==> config.mk <==
export PLATFORM = sky130hd
export DESIGN_NAME = pipe_mem_wb_mc
export DESIGN_NICKNAME = d
export VERILOG_FILES = /design/src/rtl/pipe_mem_wb_mc.sv
export SDC_FILE = /design/constraint.sdc
export NUM_CORES = 1
export LEC_CHECK = 0
export CORE_MARGIN = 5
export CORE_UTILIZATION = 41
export CTS_CLUSTER_DIAMETER = 30
export DETAILED_ROUTE_END_ITERATION = 6
export MAX_ROUTING_LAYER = met4
export PLACE_DENSITY = 0.85
export SLEW_MARGIN = 10
export SYNTH_ARGS = -nofsm -noshare
export SYNTH_HDL_FRONTEND = slang
export SYNTH_SLANG_ARGS = --single-unit
==> constraint.sdc <==
create_clock -name clk -period 2.8 [get_ports clk]
set_input_delay 0.28 -clock clk [delete_from_list [all_inputs] [get_ports clk]]
set_output_delay 0.28 -clock clk [all_outputs]
set_load 0.02 [all_outputs]
==> src/rtl/pipe_mem_wb_mc.sv <==
// pipe_mem_wb_mc: multi-channel MEM/WB pipeline register.
// Each of the NUM_CH write channels is registered with one cycle of latency.
// The stage supports stall bubbles, stall holds and flush.
// Write enables are cleaned before capture: an invalid instruction or an x0
// destination never writes, and when two channels write the same register
// only the younger (higher-numbered) channel keeps its write.
// Optional macro RETIRE_CNT_EN adds a 64-bit retire_cnt output that counts
// the instructions retired through WB.
module pipe_mem_wb_mc #(
  parameter int unsigned NUM_CH = 2,
  parameter int unsigned ADDR_W = 5,
  parameter int unsigned DATA_W = 32
) (
  input  logic                     clk,
  input  logic                     rst,
  input  logic [NUM_CH*ADDR_W-1:0] mem_reg_waddr,
  input  logic [NUM_CH-1:0]        mem_we,
  input  logic [NUM_CH*DATA_W-1:0] mem_reg_wdata,
  input  logic [NUM_CH-1:0]        mem_valid,
  input  logic [5:0]               stall,
  input  logic                     flush,
  output logic [NUM_CH*ADDR_W-1:0] wb_reg_waddr,
  output logic [NUM_CH-1:0]        wb_we,
  output logic [NUM_CH*DATA_W-1:0] wb_reg_wdata,
  output logic [NUM_CH-1:0]        wb_valid
`ifdef RETIRE_CNT_EN
  ,
  output logic [63:0]              retire_cnt
`endif
);

  localparam int NCH = int'(NUM_CH);
  localparam int unsigned CNT_W = 64;

  logic [NUM_CH-1:0] base_we;
  logic [NUM_CH-1:0] kill_we;
  logic [NUM_CH-1:0] eff_we;
  logic              bubble;

  // Only stall bits 4 (MEM) and 5 (WB) affect this stage.
  logic unused_stall;
  assign unused_stall = ^stall[3:0];

  // Clean the write enables: drop invalid and x0 writes, and let the younger channel win on an address clash.
  always_comb begin
    base_we = '0;
    kill_we = '0;
    for (int i = 0; i < NCH; i++) begin
      base_we[i] = mem_we[i] & mem_valid[i] &
                   (mem_reg_waddr[i*ADDR_W +: ADDR_W] != '0);
    end
    for (int i = 0; i < NCH; i++) begin
      for (int j = i + 1; j < NCH; j++) begin
        if (base_we[i] && base_we[j] &&
            (mem_reg_waddr[i*ADDR_W +: ADDR_W] == mem_reg_waddr[j*ADDR_W +: ADDR_W])) begin
          kill_we[i] = 1'b1;
        end
      end
    end
    eff_we = base_we & ~kill_we;
  end

  // A flush, or a MEM stall while WB keeps running, loads an empty stage.
  assign bubble = flush | (stall[4] & ~stall[5]);

  // Stage register. Priority is reset, then bubble, then advance. A stall of both MEM and WB holds the stage.
  always_ff @(posedge clk) begin
    if (rst || bubble) begin
      wb_reg_waddr <= '0;
      wb_we        <= '0;
      wb_reg_wdata <= '0;
      wb_valid     <= '0;
    end else if (!stall[4]) begin
      wb_reg_waddr <= mem_reg_waddr;
      wb_we        <= eff_we;
      wb_reg_wdata <= mem_reg_wdata;
      wb_valid     <= mem_valid;
    end
  end

`ifdef RETIRE_CNT_EN
  logic [CNT_W-1:0] retire_inc;

  // Count the valid instructions that WB consumes in this cycle.
  always_comb begin
    retire_inc = '0;
    for (int i = 0; i < NCH; i++) begin
      retire_inc = retire_inc + CNT_W'(wb_valid[i]);
    end
  end

  // Retire counter. Reset clears it, a flush leaves it alone, and it wraps modulo 2^64.
  always_ff @(posedge clk) begin
    if (rst) begin
      retire_cnt <= '0;
    end else if (!stall[5]) begin
      retire_cnt <= retire_cnt + retire_inc;
    end
  end
`endif

endmodule
==> reports/results.ini <==
[run_status]
status = completed

[pwr]
leakage_nw = 1.93
pwr_density_cell_mw_per_mm2 = 521
peakVddDrop_uv = 411

[synth]
ys_ff_latch = 78
syn_area_per_cell_sq_um = 10.7
netlist_area_sq_mm = 0.00286
synth.distinct_cells = 20
yosysMostFrequentCell = dfxtp_1
synth_top_area_cell = dfxtp_1
synth_compound_area_share_pct = 1.62
synthMuxAreaShare_pct = 26.6
syn-instance-count = 267
async_flop_share_pct = 0
netlist_top_cells_count = dfxtp_1, nor2_1, mux2i_1
seq_area_frac_synth_pct = 54.5
synthSimpleGateAreaFrac_pct = 12.0
synthAdderAreaFrac_pct = 0
ys_warn_count = 0
synth-main-ff-cell = dfxtp_1
synth_nets = 354
synth.top_cell.area_share_pct = 54.5
synth_top_family_by_area = multiplexers
synth_xor_area_share_pct = 1.53
netlist_top_cells_area = dfxtp_1, mux2i_1, nor2_1
synth_edf_count = 0

[sta]
hold_viol = 0
slew_headroom_pct = 42.8
max_freq_mhz = 529
finalSetupViolations = 0
worst_pin_slew_ns = 0.855
rsz0062_at_grt = false
fin_tns_setup_ns = 0
fin_skew_ns = 0
drv_slew = 0
period_needed_ns = 1.89
post-route-period-util_pct = 67.5
setup_ws_ns = 0.909

[global_route]
antenna_found_initial = 0
grt_max_degree = 48
grt-ovfl-total = 0
grt_pass1_wl_um = 12100
grt_pass1_vias = 2516
track_usage_pct = 18.1

[routing]
first_iter_violations = 51
ant_nets = 0
drc = 0
via_per_inst = 4.63
dr_total_vias = 2431
wl_um = 7820
first_pass_iters = 2
avgRoutedWirePerCell_um = 14.9

[worst_setup_path]
required_ns = 3.00
crit_arrival_ns = 2.10
endpoint_kind = flip-flop
worstSetupPathType = input pin to flip-flop
setup.worst_path.start_class = input pin
crit_fanout = 46

[final_layout]
multi_input_area_sq_mm = 0.00120
areaGrowthSynthToFinish_pct = 65.5
n_antenna_cell = 0
drive_above_1_share_pct = 5.83
fin_nets = 511
final_cells = 525
register_area_sq_mm = 0.00156
fillers = 532

[die]
coreArea_sq_mm = 0.00679
die_area_sq_mm = 0.00876
die_h_um = 93.6
die_x_um = 93.6
row_count = 30
initial_utilization_pct = 42.2
ios = 165

[cts]
numClockSinks = 78
path_clk_slew_ns = 0.08
cts_tree = yes
cts_root_buf = clkbuf_8
postCtsSetupBuffers = 0
cts_buffers = 9
cts.path.max_buffers = 2
insertion_delay_ns = 0.33
htree_levels = 3
cts_resized = 0
hold_buffers = 0

[run]
cap_violations = 0

[place]
place_congestion = 0.788
post-place-ws_ns = 0.520
port_buffers = 160
place_inst = 509
dp_hpwl_um = 5940

[min_path]
hold_path_class = input pin to flip-flop

cell usage in the layout, fill, tap and decap left out, types with 2 or more instances in the layout:
master           Yosys  routed
xor2_1               2       2
bufinv_16            0       2
clkdlybuf4s50_1      0     159
nand2_1              2       2
clkbuf_8             0      11
or4_1                2       2
nor2_1              77      77
buf_4                4       4
dfxtp_1             78      78
mux2i_1             76      76
xnor2_1              3       3
per-stage QoR:
stage | instance area (sq um) | power (mW) | util (%) | hold WS (ns)
after global placement | 4510 | 1.53 | 66.4 | 0.473
after CTS | 4740 | 2.50 | 69.8 | 0.416
after floorplan | 2860 | 1.34 | - | 0.424
after global routing | 4740 | 2.57 | 69.8 | 0.446
final | 4740 | 2.47 | 69.8 | 0.423
after detailed placement | 4510 | 1.54 | 66.4 | 0.483
path summary, 6_finish.rpt:
check	from	end	depth (start not counted)	slack, ns
max	stall[5]	wb_reg_wdata[61]	4	0.91
min	stall[4]	wb_we[0]	5	0.42
max reg2reg	wb_we[1]	wb_we[1]	3	2.08
min reg2reg	wb_reg_wdata[51]	wb_reg_wdata[51]	2	0.49
cells by family after synthesis:
group,after synthesis
AND/OR/NAND/NOR,85
flip-flops,78
multiplexers,76
buffers and inverters,18
AO/OA/AOI/OAI,5
XOR/XNOR,5
registers in the layout, indices dropped and copies added (netlist names):
| name | count |
|---|---|
| wb_reg_wdata | 64 |
| wb_reg_waddr | 10 |
| wb_we | 2 |
| wb_valid | 2 |
layer usage:
| metal | GRT usage [%] | vias to the layer above | wire (um) |
|---|---|---|---|
| li1 | - | 1196 | - |
| met1 | 19.7 | 1127 | 3180 |
| met2 | 31.3 | 94 | 3980 |
| met3 | 4.34 | 14 | 501 |
| met4 | 8.30 | 0 | 154 |
| met5 | - | - | 0 |
area by class of cell:
type	count	share of cell area, %
Multi-Input combinational cell	171	25.3
Sequential cell	78	32.9
Timing Repair Buffer	163	34.2
Clock buffer	11	3.19
Tap cell	96	2.53
Inverter	1	0.0792
Clock inverter	5	1.72
worst max-delay path, stage by stage:
cell,delay [ns]
clkdlybuf4s50_1,0.44
o21ai_4,0.68
buf_4,0.55
nor2_1,0.12
power by group:
group,leakage [nW],internal [mW],switching [mW]
Combinational,1.18,0.210,0.150
Sequential,0.634,1.14,0.0150
Clock,0.116,0.551,0.404
Total,1.93,1.90,0.569
(Power assumes the default switching activity.)
